===== config.mk =====
export PLATFORM = sky130hd
export DESIGN_NAME = sha3_absorb_sequencer_flat
export DESIGN_NICKNAME = d
export VERILOG_FILES = /design/src/rtl/sha3_pkg.sv /design/src/rtl/sha3_absorb_sequencer_if.sv /design/src/rtl/sha3_pad_lane.sv /design/src/rtl/sha3_absorb_sequencer.sv /design/src/flat_wrapper.sv
export SDC_FILE = /design/constraint.sdc
export NUM_CORES = 1
export LEC_CHECK = 0
export BUFFER_PORTS_ARGS = -buffer_cell sky130_fd_sc_hd__clkbuf_2
export CAP_MARGIN = 20
export CORE_ASPECT_RATIO = 0.5
export CORE_MARGIN = 2
export CORE_UTILIZATION = 45
export DETAILED_ROUTE_END_ITERATION = 10
export GPL_TIMING_DRIVEN = 0
export PLACE_DENSITY_LB_ADDON = 0.08
export SLEW_MARGIN = 10
export SYNTH_ARGS = -nofsm -noshare
export SYNTH_HDL_FRONTEND = slang
export SYNTH_HIERARCHICAL = 1
export SYNTH_SLANG_ARGS = --single-unit

===== constraint.sdc =====
create_clock -name clk -period 2 [get_ports clk]
set_clock_uncertainty 0.15 [all_clocks]
set_input_delay 0.2 -clock clk [delete_from_list [all_inputs] [get_ports clk]]
set_output_delay 0.2 -clock clk [all_outputs]
set_load 0.02 [all_outputs]

===== src/rtl/sha3_pkg.sv =====
// Shared widths, padding constants and FSM state type for the SHA-3 absorb sequencer.
package sha3_pkg;
  localparam int LANE_W       = 64;
  localparam int GROUP_LANES  = 5;
  localparam logic [LANE_W-1:0] PAD_FIRST = 64'h06;
  localparam int PAD_LAST_BIT = 63;

  typedef enum logic [2:0] {
    FILL,
    PAD,
    ISSUE,
    PERM,
    PERM_LAST
  } absorb_state_t;
endpackage


===== src/rtl/sha3_absorb_sequencer_if.sv =====
// Host lane stream, slicer group bus and permutation handshake of the absorb sequencer.
interface sha3_absorb_sequencer_if ();
  logic                                                 in_valid;
  logic [sha3_pkg::LANE_W-1:0]                          in_data;
  logic                                                 in_last;
  logic                                                 in_ready;
  logic [sha3_pkg::GROUP_LANES-1:0][sha3_pkg::LANE_W-1:0] grp_elt;
  logic [sha3_pkg::GROUP_LANES-1:0]                     grp_mask;
  logic [2:0]                                           grp_idx;
  logic                                                 grp_valid;
  logic                                                 grp_ready;
  logic                                                 perm_start;
  logic                                                 perm_done;
  logic                                                 msg_done;

  // master = host/datapath side, slave = the sequencer
  modport master (
    output in_valid, in_data, in_last, grp_ready, perm_done,
    input  in_ready, grp_elt, grp_mask, grp_idx, grp_valid, perm_start, msg_done
  );
  modport slave (
    input  in_valid, in_data, in_last, grp_ready, perm_done,
    output in_ready, grp_elt, grp_mask, grp_idx, grp_valid, perm_start, msg_done
  );
endinterface


===== src/rtl/sha3_pad_lane.sv =====
// Combinational SHA-3 pad lane: 0x06 on the first pad lane, bit 63 on the block's last lane.
module sha3_pad_lane
  import sha3_pkg::*;
#(
  parameter int RATE_LANES = 17,
  parameter int CNT_W      = $clog2(RATE_LANES + 1)
) (
  input  logic [CNT_W-1:0]  lane_idx,
  input  logic              first_pad,
  output logic [LANE_W-1:0] pad_lane
);
  localparam logic [CNT_W-1:0] LAST_IDX = CNT_W'(RATE_LANES - 1);

  always_comb begin
    pad_lane = first_pad ? PAD_FIRST : '0;
    if (lane_idx == LAST_IDX) begin
      pad_lane[PAD_LAST_BIT] = 1'b1;
    end
  end
endmodule


===== src/rtl/sha3_absorb_sequencer.sv =====
// Groups message lanes five at a time for the slicer, inserts SHA-3 padding and
// starts one Keccak permutation per rate block.
module sha3_absorb_sequencer
  import sha3_pkg::*;
#(
  parameter int RATE_LANES = 17
) (
  input logic                    clk,
  input logic                    rst,
  sha3_absorb_sequencer_if.slave bus
);
  localparam int CNT_W = $clog2(RATE_LANES + 1);
  localparam logic [CNT_W-1:0] RATE_CNT = CNT_W'(RATE_LANES);
  localparam logic [CNT_W-1:0] LAST_IDX = CNT_W'(RATE_LANES - 1);

  absorb_state_t                        state_reg;
  logic [CNT_W-1:0]                     lane_cnt_reg;
  logic [2:0]                           slot_reg;
  logic [2:0]                           grp_idx_reg;
  logic                                 pad_active_reg;
  logic                                 first_pad_reg;
  logic                                 carries_last_reg;
  logic                                 in_ready_reg;
  logic                                 grp_valid_reg;
  logic                                 perm_start_reg;
  logic                                 msg_done_reg;
  logic [GROUP_LANES-1:0][LANE_W-1:0]   elt_reg;
  logic [GROUP_LANES-1:0]               mask_reg;

  logic                                 accept;
  logic                                 take;
  logic                                 closes;
  logic [LANE_W-1:0]                    pad_lane;
  logic [LANE_W-1:0]                    wr_data;
  logic [GROUP_LANES-1:0]               slot_wr;

  sha3_pad_lane #(
    .RATE_LANES (RATE_LANES),
    .CNT_W      (CNT_W)
  ) u_pad (
    .lane_idx  (lane_cnt_reg),
    .first_pad (first_pad_reg),
    .pad_lane  (pad_lane)
  );

  assign accept  = (state_reg == FILL) && in_ready_reg && bus.in_valid;
  assign take    = grp_valid_reg && bus.grp_ready;
  assign closes  = (slot_reg == 3'd4) || (lane_cnt_reg == LAST_IDX);
  assign wr_data = accept ? bus.in_data : pad_lane;

  genvar gi;
  generate
    for (gi = 0; gi < GROUP_LANES; gi++) begin : g_slot_wr
      assign slot_wr[gi] = (accept || (state_reg == PAD)) && (slot_reg == 3'(gi));
    end
  endgenerate

  // Consumed groups are zeroed so partially filled groups present zero in unused slots.
  always_ff @(posedge clk) begin
    if (rst || take) begin
      elt_reg  <= '0;
      mask_reg <= '0;
    end else begin
      for (int i = 0; i < GROUP_LANES; i++) begin
        if (slot_wr[i]) begin
          elt_reg[i]  <= wr_data;
          mask_reg[i] <= 1'b1;
        end
      end
    end
  end

  always_ff @(posedge clk) begin
    if (rst) begin
      state_reg        <= FILL;
      lane_cnt_reg     <= '0;
      slot_reg         <= '0;
      grp_idx_reg      <= '0;
      pad_active_reg   <= 1'b0;
      first_pad_reg    <= 1'b0;
      carries_last_reg <= 1'b0;
      in_ready_reg     <= 1'b0;
      grp_valid_reg    <= 1'b0;
      perm_start_reg   <= 1'b0;
      msg_done_reg     <= 1'b0;
    end else begin
      perm_start_reg <= 1'b0;
      msg_done_reg   <= 1'b0;
      case (state_reg)
        FILL: begin
          if (accept) begin
            lane_cnt_reg <= lane_cnt_reg + CNT_W'(1);
            slot_reg     <= slot_reg + 3'd1;
            if (bus.in_last) begin
              pad_active_reg <= 1'b1;
              first_pad_reg  <= 1'b1;
            end
            if (closes) begin
              state_reg     <= ISSUE;
              in_ready_reg  <= 1'b0;
              grp_valid_reg <= 1'b1;
            end else if (bus.in_last) begin
              state_reg    <= PAD;
              in_ready_reg <= 1'b0;
            end
          end else begin
            in_ready_reg <= 1'b1;
          end
        end
        PAD: begin
          lane_cnt_reg  <= lane_cnt_reg + CNT_W'(1);
          slot_reg      <= slot_reg + 3'd1;
          first_pad_reg <= 1'b0;
          if (lane_cnt_reg == LAST_IDX) begin
            carries_last_reg <= 1'b1;
          end
          if (closes) begin
            state_reg     <= ISSUE;
            grp_valid_reg <= 1'b1;
          end
        end
        ISSUE: begin
          if (take) begin
            grp_valid_reg <= 1'b0;
            grp_idx_reg   <= grp_idx_reg + 3'd1;
            slot_reg      <= '0;
            if (lane_cnt_reg == RATE_CNT) begin
              state_reg      <= carries_last_reg ? PERM_LAST : PERM;
              perm_start_reg <= 1'b1;
            end else if (pad_active_reg) begin
              state_reg <= PAD;
            end else begin
              state_reg    <= FILL;
              in_ready_reg <= 1'b1;
            end
          end
        end
        PERM, PERM_LAST: begin
          if (bus.perm_done) begin
            lane_cnt_reg     <= '0;
            grp_idx_reg      <= '0;
            carries_last_reg <= 1'b0;
            if (state_reg == PERM_LAST) begin
              msg_done_reg   <= 1'b1;
              pad_active_reg <= 1'b0;
              state_reg      <= FILL;
              in_ready_reg   <= 1'b1;
            end else if (pad_active_reg) begin
              // in_last landed on the block's final lane: a pure padding block follows
              state_reg <= PAD;
            end else begin
              state_reg    <= FILL;
              in_ready_reg <= 1'b1;
            end
          end
        end
        default: begin
          state_reg <= FILL;
        end
      endcase
    end
  end

  assign bus.in_ready   = in_ready_reg;
  assign bus.grp_valid  = grp_valid_reg;
  assign bus.grp_elt    = elt_reg;
  assign bus.grp_mask   = mask_reg;
  assign bus.grp_idx    = grp_idx_reg;
  assign bus.perm_start = perm_start_reg;
  assign bus.msg_done   = msg_done_reg;
endmodule


===== src/flat_wrapper.sv =====
// flat-port wrapper written by rule: the top's interface ports become plain ports
module sha3_absorb_sequencer_flat import sha3_pkg::*;
#(
  parameter int RATE_LANES = 17
)
  (clk, rst, bus_in_valid, bus_in_data, bus_in_last, bus_grp_ready, bus_perm_done, bus_in_ready, bus_grp_elt, bus_grp_mask, bus_grp_idx, bus_grp_valid, bus_perm_start, bus_msg_done);
  sha3_absorb_sequencer_if bus_i ();
  input logic clk;
  input logic rst;
  input wire logic [$bits(bus_i.in_valid)-1:0] bus_in_valid;
  input wire logic [$bits(bus_i.in_data)-1:0] bus_in_data;
  input wire logic [$bits(bus_i.in_last)-1:0] bus_in_last;
  input wire logic [$bits(bus_i.grp_ready)-1:0] bus_grp_ready;
  input wire logic [$bits(bus_i.perm_done)-1:0] bus_perm_done;
  output wire logic [$bits(bus_i.in_ready)-1:0] bus_in_ready;
  output wire logic [$bits(bus_i.grp_elt)-1:0] bus_grp_elt;
  output wire logic [$bits(bus_i.grp_mask)-1:0] bus_grp_mask;
  output wire logic [$bits(bus_i.grp_idx)-1:0] bus_grp_idx;
  output wire logic [$bits(bus_i.grp_valid)-1:0] bus_grp_valid;
  output wire logic [$bits(bus_i.perm_start)-1:0] bus_perm_start;
  output wire logic [$bits(bus_i.msg_done)-1:0] bus_msg_done;
  assign bus_i.in_valid = bus_in_valid;
  assign bus_i.in_data = bus_in_data;
  assign bus_i.in_last = bus_in_last;
  assign bus_i.grp_ready = bus_grp_ready;
  assign bus_i.perm_done = bus_perm_done;
  assign bus_in_ready = bus_i.in_ready;
  assign bus_grp_elt = bus_i.grp_elt;
  assign bus_grp_mask = bus_i.grp_mask;
  assign bus_grp_idx = bus_i.grp_idx;
  assign bus_grp_valid = bus_i.grp_valid;
  assign bus_perm_start = bus_i.perm_start;
  assign bus_msg_done = bus_i.msg_done;
  sha3_absorb_sequencer #(.RATE_LANES(RATE_LANES)) u_core (.clk(clk), .rst(rst), .bus(bus_i));
endmodule

==> results of run 1 <==
==> Yosys cell counts, types with 2 or more instances <==
library cell / instances / area [µm²]
nor2_1: 352 / 1320
a21oi_1: 12 / 60.1
buf_4: 63 / 473
and2_1: 2 / 12.5
nand2b_1: 5 / 31.3
a31oi_1: 3 / 18.8
ha_1: 9 / 113
inv_1: 8 / 30.0
mux2i_1: 67 / 671
nor3_1: 2 / 10.0
o21ai_0: 10 / 50.1
o21a_1: 2 / 15.0
buf_8: 6 / 90.1
buf_2: 47 / 235
nand2_1: 14 / 52.6
nor4_1: 3 / 18.8
dfxtp_1: 346 / 6930
buf_1: 5 / 18.8
and3_1: 5 / 31.3
nor3_2: 2 / 20.0
xor2_1: 2 / 17.5
or3_1: 3 / 18.8
a211oi_2: 5 / 62.6
a211oi_1: 318 / 2390
o31ai_1: 2 / 15.0
nand3_1: 5 / 25.0
clkbuf_1: 61 / 229
==> worst register-to-register path, delay by kind of cell, from the launching register on <==
family,cells,cell delay (ns)
AO/OA/AOI/OAI,1,0.11
multiplexers,1,0.35
flip-flops,1,0.35
buffers and inverters,3,0.50
AND/OR/NAND/NOR,2,0.43
==> layer usage <==
layer | track usage, % | wire [µm] | vias to the layer above
li1 | - | - | 5929
met1 | 36.2 | 19900 | 5989
met2 | 47.1 | 22100 | 424
met3 | 5.02 | 2450 | 99
met4 | 9.55 | 1620 | 0
met5 | 0 | 0 | -
==> through the flow <==
step	std cells	setup slack [ns]
5_1_grt	2358	-0.0793
3_5_place_dp	2229	-0.660
2_1_floorplan	1438	0.109
4_1_cts	2329	-0.0555
6_report	2359	-0.0299
3_3_place_gp	2229	-0.571
==> report_power, final <==
group	total (mW)	internal (mW)	switching [mW]
Sequential	7.55	7.30	0.252
Combinational	3.34	1.30	2.04
Clock	6.38	3.76	2.62
Total	17.3	12.4	4.91
==> timing repair <==
action,in CTS,in global routing
cloned,0,3
hold buffers,47,20
setup buffers,1,7
endpoints found under the hold margin,140,77
pin swaps,1,5
endpoints found under the setup margin,324,329
resized for setup,124,185
==> cell type report <==
cell class | instances | area, µm² | share of cell area (%)
flip-flops and latches | 346 | 6940 | 36.9
diodes | 1 | 2.50 | 0.0133
inverters | 8 | 30.0 | 0.160
well taps | 391 | 489 | 2.60
multi-input cells | 901 | 6070 | 32.3
clock inverters | 10 | 181 | 0.965
plain buffers | 182 | 1370 | 7.29
clock buffers | 42 | 897 | 4.77
repair buffers | 478 | 2820 | 15.0
==> kinds of logic after synthesis <==
group | after synthesis | share of synthesized area [%]
AND/OR/NAND/NOR | 399 | 12.2
AO/OA/AOI/OAI | 362 | 20.5
flip-flops | 346 | 52.8
buffers and inverters | 191 | 8.29
multiplexers | 67 | 5.11
adder cells (fa/ha/maj) | 9 | 0.859
XOR/XNOR | 3 | 0.200
other | 1 | 0.0286
==> how the worst min path moves through the flow <==
| stage | startpoint | end | slack [ns] | cells past startpoint |
|---|---|---|---|---|
| floorplan | rst | u_core/state_reg[1] | 0.17 | 1 |
| detailed placement | u_core/bus.grp_mask[1] | u_core/bus.grp_mask[1] | 0.32 | 2 |
| global route | bus_in_data[38] | u_core/bus.grp_elt[294] | 0.01 | 3 |
| finish | bus_in_data[38] | u_core/bus.grp_elt[102] | -0.03 | 3 |
| global placement | u_core/bus.grp_mask[0] | u_core/bus.grp_mask[0] | 0.31 | 2 |
| CTS | bus_in_data[2] | u_core/bus.grp_elt[66] | 0.002 | 3 |
==> results.yml, run 1 <==
setup_path:
  critPathCaptureType: "flop"
  slowest_stage: "dfxtp_2"
  reg2reg_slack_ns: -0.03
  cp-startpoint: "u_core/state_reg[0]"
  crit_type: "reg -> reg"
  timing.rr.end: "u_core/bus.grp_elt[65]"
  cp-start-kind: "flop"
  r2r-start: "u_core/state_reg[0]"
  cp_num_buf_inv: 3
  critPathMaxFanout: 6
  required_ns: 2.28
  crit_arrival_ns: 2.31
  cp_top_family: "buffers and inverters"
  worst-path-stages: 7
  slowest_delay_ns: 0.35
  crit_end: "u_core/bus.grp_elt[65]"
  r2r_cells: 7
  cp_cell_sequence: "or2_4 -> nor3_4 -> clkbuf_16 -> buf_12 -> buf_6 -> mux2i_4 -> a211oi_2"
route:
  final_antenna_net_count: 0
  num_vias: 12441
  wl_per_cell_um: 19.5
  wl_um: 46100
  drtPass1Iterations: 5
  drtIter0Drc: 853
  drcViolationCount: 0
  viasPerCell: 5.27
pwr:
  peakVddDrop_mv: 0.683
  p_per_area_nw_per_um2: 918
  p_total_mw: 17.3
  leakagePower_nw: 7.71
global_routing:
  antenna_found_initial: 0
  grt_pass1_wl_um: 67200
  grt_max_degree: 16
  grt_pass1_vias: 11569
  grtUsageTotal_pct: 28.0
  overflow: 0
timing:
  tns_ns: -0.112
  holdWs_ns: -0.0290
  rsz0062_at_grt: "true"
  worst_pin_slew_ns: 0.754
  timing.final.ws_setup_ns: -0.0299
  drv_slew: 0
  relSlewSlack_pct: 49.7
  min_period_ns: 2.03
  period_share_pct: 101
  setup_viol: 5
  fmax_mhz: 493
  finalHoldViolCount: 3
clock_tree:
  cts_tree: "done"
  h-tree-depth: 1
  path_clk_slew_ns: 0.07
  clock_latency_ns: 0.56
  root_buffer: "clkbuf_16"
  cts_max_path_buffers: 3
  cts_sinks: 346
  cts-buffers-inserted: 31
die:
  rows: 44
  die_w_um: 245
  die_height_um: 125
  core_area_um2: 28800
  ios: 402
  dieArea_um2: 30600
  start_util_pct: 45.5
yosys:
  async_flop_share_pct: 0
  netlist_area_um2: 13100
  avgSynthCellArea_um2: 9.52
  yosysWarnings: 6
  synth_enable_flop_cells: 0
  synth_top_flop_cell: "dfxtp_1"
  ys_ff_latch: 346
  seq_area_frac_synth_pct: 52.8
  synth.distinct_cells: 46
  synth_cells: 1378
finish:
  final_cell_mix: "440 x clkbuf_2, 350 x nor2_1, 343 x dfxtp_1"
  nets: 2027
  fin_area_um2: 18800
  final_common_cell: "clkbuf_2"
  post-route-util_pct: 65.2
  largest_register_ff_count: 320
  areaGrowthSynthToFinish_pct: 43.3
  layout-drive-gt1-share_pct: 38.9
  fill_cells: 2416
placed_design:
  portBuffers: 400
  place_area_um2: 15800
  hpwlAfterDp_um: 33400
  place.gp.congestion: 0.883
outcome:
  violations: "negative hold slack, negative setup slack"
  outcome: "complete, but fails checks"
run:
  maxCapViolCount: 0
hold_path:
  hold_class: "in -> reg"
No activity file was read; power rests on OpenSTA's default activity.
==> inputs of run 2 (changes only) <==
==> constraint.sdc (replaced) <==
create_clock -name clk -period 1.85 [get_ports clk]
set_clock_uncertainty 0.15 [all_clocks]
set_input_delay 0.185 -clock clk [delete_from_list [all_inputs] [get_ports clk]]
set_output_delay 0.185 -clock clk [all_outputs]
set_load 0.02 [all_outputs]
==> run 2 against run 1 <==
Effect of this change:
- the run ends with negative setup slack left
- clock power increased by 13%
- worst setup slack got worse by 0.12 ns
- sequential share of layout area decreased by 4.3 points
- count of clock-buffer cells in the layout increased by 7
- die area unchanged
- routed wire length increased by 11%
- sequential cell count unchanged
- worst hold slack improved by 0.21 ns
- global-route usage increased by 2.8 points
- non-clock buffer count increased by 40
- register-to-register slack got worse by 0.12 ns
- design area increased by 13%
- critical endpoint is now u_core/bus.grp_elt[278]
==> results.yml, run 2 (synthesis results as in run 1) <==
outcome:
  outcome: "complete, but fails checks"
  violations: "negative setup slack"
setup_path:
  crit_type: "reg -> reg"
  cp-start-kind: "flop"
  critPathMaxFanout: 9
  required_ns: 2.15
  slowest_delay_ns: 0.36
  cp-startpoint: "u_core/state_reg[0]"
  crit_arrival_ns: 2.30
  cpMostUsedCell: "buf_12"
  r2r-start: "u_core/state_reg[0]"
  critPathCaptureType: "flop"
  slowest_stage: "dfxtp_4"
  timing.rr.end: "u_core/bus.grp_elt[278]"
  crit_end: "u_core/bus.grp_elt[278]"
  reg2reg_slack_ns: -0.15
  r2r_cells: 7
  cp_cell_sequence: "or2_4 -> nor3_4 -> buf_12 -> buf_12 -> buf_16 -> mux2i_4 -> a211oi_2"
route:
  drtIter0Drc: 884
  wl_per_cell_um: 21.3
  drcViolationCount: 0
  viasPerCell: 5.46
  final_antenna_net_count: 0
  wl_um: 51100
  drtPass1Iterations: 5
  num_vias: 13130
clock_tree:
  cts_max_path_buffers: 3
  cts-buffers-inserted: 34
  h-tree-depth: 2
  clock_latency_ns: 0.52
  path_clk_slew_ns: 0.06
  cts_tree: "done"
  root_buffer: "clkbuf_16"
  cts_sinks: 346
global_routing:
  grtUsageMet3_pct: 6.18
  grt_pass1_wl_um: 73300
  antenna_found_initial: 0
  grt_max_degree: 16
  grt_pass1_vias: 12630
  gr-max-usage-layer: "met2"
  met1_usage_pct: 38.3
  overflow: 0
  use_met2_pct: 51.0
  grtUsageTotal_pct: 30.8
placed_design:
  post-place-cells: 2229
  portBuffers: 400
  place_ws_ns: -0.735
  hpwlAfterDp_um: 33000
  place_area_um2: 15800
  place.gp.congestion: 0.881
timing:
  timing.final.ws_setup_ns: -0.152
  worst_pin_slew_ns: 0.587
  min_period_ns: 2.00
  fmax_mhz: 499
  finalHoldViolCount: 0
  period_share_pct: 108
  holdWs_ns: 0.183
  drv_slew: 0
  rsz0062_at_grt: "true"
  relSlewSlack_pct: 60.8
  tns_ns: -7.88
  setup_viol: 197
die:
  start_util_pct: 45.5
  rows: 44
  ios: 402
  dieArea_um2: 30600
  die_height_um: 125
  core_area_um2: 28800
  die_w_um: 245
pwr:
  clockPowerShare_pct: 35.7
  p_per_area_nw_per_um2: 952
  p_int_mw: 14.3
  switching_share_pct: 29.6
  p_comb_share_pct: 23.9
  peakVddDrop_mv: 0.559
  pwr-share-seq_pct: 40.5
  leakagePower_nw: 8.51
  p_total_mw: 20.3
  power_switching_mw: 6.00
finish:
  regArea_um2: 6940
  areaGrowthSynthToFinish_pct: 62.2
  final_cells: 2404
  fin_area_um2: 21300
  largest_register_ff_count: 320
  fill_cells: 2058
  final_cell_mix: "415 x clkbuf_2, 342 x dfxtp_1, 302 x nor2_1"
  layout-drive-gt1-share_pct: 50.8
  post-route-util_pct: 73.8
  multi_input_area_um2: 7230
  nets: 2070
  diodes: 0
  final_common_cell: "clkbuf_2"
run:
  maxCapViolCount: 0
hold_path:
  hold_class: "in -> reg"
## run 2: changes by cell type in the layout (fill, tap and decap cells not counted), sizes merged, moves of 2 or more
cell | previous run | this run
dlygate4sd3 | 67 | 69
clkbuf | 512 | 507
buf | 123 | 173
clkinv | 3 | 6
bufinv | 5 | 3
## run 2: critical path: cells and delay by family, from the launching register on
kind,cells,cell delay (ns)
buf+inv,3,0.50
simple gates,2,0.47
flops,1,0.36
compound gates,1,0.26
mux,1,0.13
## run 2: worst min path at each step
stage,cells past startpoint,slack (ns),from,end
floorplan,1,0.16,rst,u_core/state_reg[1]
global placement,2,0.30,u_core/bus.grp_mask[2],u_core/bus.grp_mask[2]
detailed placement,2,0.31,u_core/bus.grp_mask[2],u_core/bus.grp_mask[2]
CTS,4,0.15,bus_in_valid,u_core/first_pad_reg
global route,4,0.17,bus_in_valid,u_core/first_pad_reg
finish,5,0.18,bus_in_valid,u_core/bus.in_ready
## run 2: metal layers
| metal | vias to the layer above | part of all wire [%] |
|---|---|---|
| met1 | 6399 | 41 |
| li1 | 6023 | - |
| met2 | 538 | 48 |
| met5 | - | 0 |
| met4 | 0 | 4.8 |
| met3 | 170 | 6.3 |
## run 2: power by group through the flow
stage / logic, mW / registers [mW] / clock network (mW)
2_1_floorplan: 1.44 / 8.78 / 0
3_3_place_gp: 2.91 / 8.29 / 0
3_5_place_dp: 2.97 / 8.32 / 0
4_1_cts: 4.13 / 8.16 / 7.32
5_1_grt: 5.06 / 8.24 / 7.63
6_report: 4.84 / 8.20 / 7.23
## run 2: area by class of cell
type	instances	share of cell area, %
inverters	8	0.141
multi-input cells	901	34.0
clock buffers	49	4.80
flip-flops and latches	346	32.6
repair buffers	520	17.2
clock inverters	9	0.600
well taps	391	2.30
plain buffers	180	8.41
## run 2: repair_timing
item	CTS	global route
hold buffers	69	0
endpoints found under the setup margin	337	338
buffers inserted	18	10
endpoints found under the hold margin	310	0
resized for setup	441	295
cloned	10	20
pin swaps	61	109
==> inputs of run 3 (changes only) <==
--- a/config.mk
+++ b/config.mk
@@ -5,6 +5,7 @@
 export SDC_FILE = /design/constraint.sdc
 export NUM_CORES = 1
 export LEC_CHECK = 0
+export ABC_AREA = 1
 export BUFFER_PORTS_ARGS = -buffer_cell sky130_fd_sc_hd__clkbuf_2
 export CAP_MARGIN = 20
 export CORE_ASPECT_RATIO = 0.5
==> run 3 against run 2 <==
Effect of this change:
- the flow still finishes with violations (negative setup slack)
- via count rose by 11%
- design area fell by 3.0%
- final cell count rose by 22%
- routed wire length rose by 7.6%
- critical endpoint is now u_core/bus.grp_elt[132]
==> results.yml, run 3 <==
global_routing:
  grt_max_degree: 17
  grt_pass1_wl_um: 77600
  grtUsageTotal_pct: 31.5
  antenna_found_initial: 1
  overflow: 0
  grt_pass1_vias: 13040
die:
  start_util_pct: 45.8
  core_area_um2: 30300
  die_height_um: 128
  rows: 45
  die_w_um: 252
  dieArea_um2: 32400
  ios: 402
placed_design:
  portBuffers: 401
  place.gp.congestion: 0.917
  hpwlAfterDp_um: 38500
yosys:
  netlist_area_um2: 13900
  synth_cells: 1884
  synth_compound_area_share_pct: 15.3
  synth.most_common_cell: "nand2_1"
  synth_top_flop_cell: "dfxtp_1"
  avgSynthCellArea_um2: 7.37
  synth_common_cells: "494 x nand2_1, 346 x dfxtp_1, 274 x nor2_1, 217 x a21oi_1, 138 x o21ai_0"
  synthXorXnorAreaFrac_pct: 0.252
  synth_fa_ha_area_share_pct: 0.811
  synth_top_cell_by_area: "dfxtp_1"
  synth.distinct_cells: 26
  synth_top_family_by_area: "simple AND/OR/NAND/NOR gates"
  async_flop_share_pct: 0
  seq_area_frac_synth_pct: 49.9
  muxShareOfSynthArea_pct: 0
  synth_top_area_share_pct: 49.9
  synth-simple-area-share_pct: 22.4
  ys_ff_latch: 346
  synth_enable_flop_cells: 0
  yosysWarnings: 6
  yosys-top-cells-area: "dfxtp_1 50%, nand2_1 13%, a21oi_1 7.8%, nor2_1 7.4%, o21ai_0 5.0%"
timing:
  relSlewSlack_pct: 56.6
  period_share_pct: 101
  min_period_ns: 1.86
  drv_slew: 0
  rsz0062_at_grt: "true"
  fmax_mhz: 538
  timing.final.ws_setup_ns: -0.00985
  tns_ns: -0.0249
  worst_pin_slew_ns: 0.645
  setup_viol: 7
  finalHoldViolCount: 0
run:
  maxCapViolCount: 0
route:
  num_vias: 14639
  viasPerCell: 4.99
  drtPass1Iterations: 5
  wl_per_cell_um: 18.8
  drtIter0Drc: 1078
  wl_um: 55000
  final_antenna_net_count: 0
  drcViolationCount: 0
setup_path:
  critPathCaptureType: "flop"
  crit_type: "reg -> reg"
  cp-startpoint: "u_core/state_reg[2]"
  required_ns: 2.17
  cp-start-kind: "flop"
  critPathMaxFanout: 10
  crit_arrival_ns: 2.18
  r2r-start: "u_core/state_reg[2]"
finish:
  final_common_cell: "nand2_1"
  post-route-util_pct: 68.0
  largest_register_ff_count: 320
  final_cell_mix: "468 x nand2_1, 412 x clkbuf_2, 341 x dfxtp_1"
  nets: 2586
  areaGrowthSynthToFinish_pct: 48.6
  layout-drive-gt1-share_pct: 33.3
  fill_cells: 2522
clock_tree:
  cts_tree: "done"
  cts_sinks: 346
  cts-buffers-inserted: 31
  root_buffer: "clkbuf_16"
  cts_max_path_buffers: 3
  clock_latency_ns: 0.58
  h-tree-depth: 1
  path_clk_slew_ns: 0.07
pwr:
  leakagePower_nw: 9.58
  peakVddDrop_mv: 0.884
  p_per_area_nw_per_um2: 1600
  p_total_mw: 33.1
outcome:
  violations: "negative setup slack"
  outcome: "complete, but fails checks"
hold_path:
  hold_class: "reg -> reg"
  worstHoldStart: "u_core/bus.grp_elt[224]"
[run 3: stage by stage]
step                      std cells  worst slack, ns  cell area (µm²)  hold slack (ns)
after floorplan                1944            0.105            14100            0.196
after global placement         2744           -0.934            16600            0.298
after global routing           2931          -0.0693            20600            0.331
after CTS                      2899          -0.0120            19600            0.304
after detailed placement       2744           -0.905            16600            0.304
final                          2931         -0.00985            20600            0.312
[run 3: kinds of logic (layout without fill, tap and decap cells)]
group / Yosys count / after routing
compound gates: 425 / 425
xor+xnor: 4 / 4
fa+ha+maj: 9 / 9
buf+inv: 298 / 885
flops: 346 / 346
other cells: 1 / 62
simple gates: 801 / 801
[run 3: path summary, 6_finish.rpt]
check	endpoint	slack, ns	cells after the start
setup / recovery	u_core/bus.grp_elt[132]	-0.01	9
hold / removal	u_core/bus.grp_elt[224]	0.31	2
setup reg to reg	u_core/bus.grp_elt[132]	-0.01	9
hold reg to reg	u_core/bus.grp_elt[224]	0.31	2
[run 3: power by group]
group / internal (mW) / switching [mW]
clock: 4.35 / 3.04
sequential: 9.11 / 0.991
combinational: 5.77 / 9.82
[run 3: repair_timing]
item,4_1_cts,5_1_grt
buffers inserted,27,23
hold buffers,69,0
pin swaps,25,33
resized for setup,234,224
endpoints found under the hold margin,330,0
gates cloned,2,12
endpoints found under the setup margin,338,335
[run 3: final cells by class]
class,count,area [µm²],share of cell area (%)
Clock buffer,37,838,4.06
Antenna cell,1,2.50,0.0121
Clock inverter,20,312,1.51
Timing Repair Buffer,534,3470,16.8
Tap cell,399,499,2.42
Inverter,118,462,2.24
Buffer,176,1650,8.00
Sequential cell,346,6940,33.6
Multi-Input combinational cell,1300,6470,31.4
[run 3: critical path, cell delays in order (launching register included)]
cell	delay, ns
dfxtp_2	0.32
buf_8	0.14
inv_4	0.05
nand4_1	0.10
buf_6	0.18
buf_12	0.17
buf_12	0.16
o21ai_4	0.24
buf_6	0.16
a21oi_1	0.07
[run 3: layer usage]
metal	track usage [%]	share of wire, %
met5	0	0
met3	4.00	6.8
met4	11.3	3.7
met1	43.0	43
met2	51.6	46
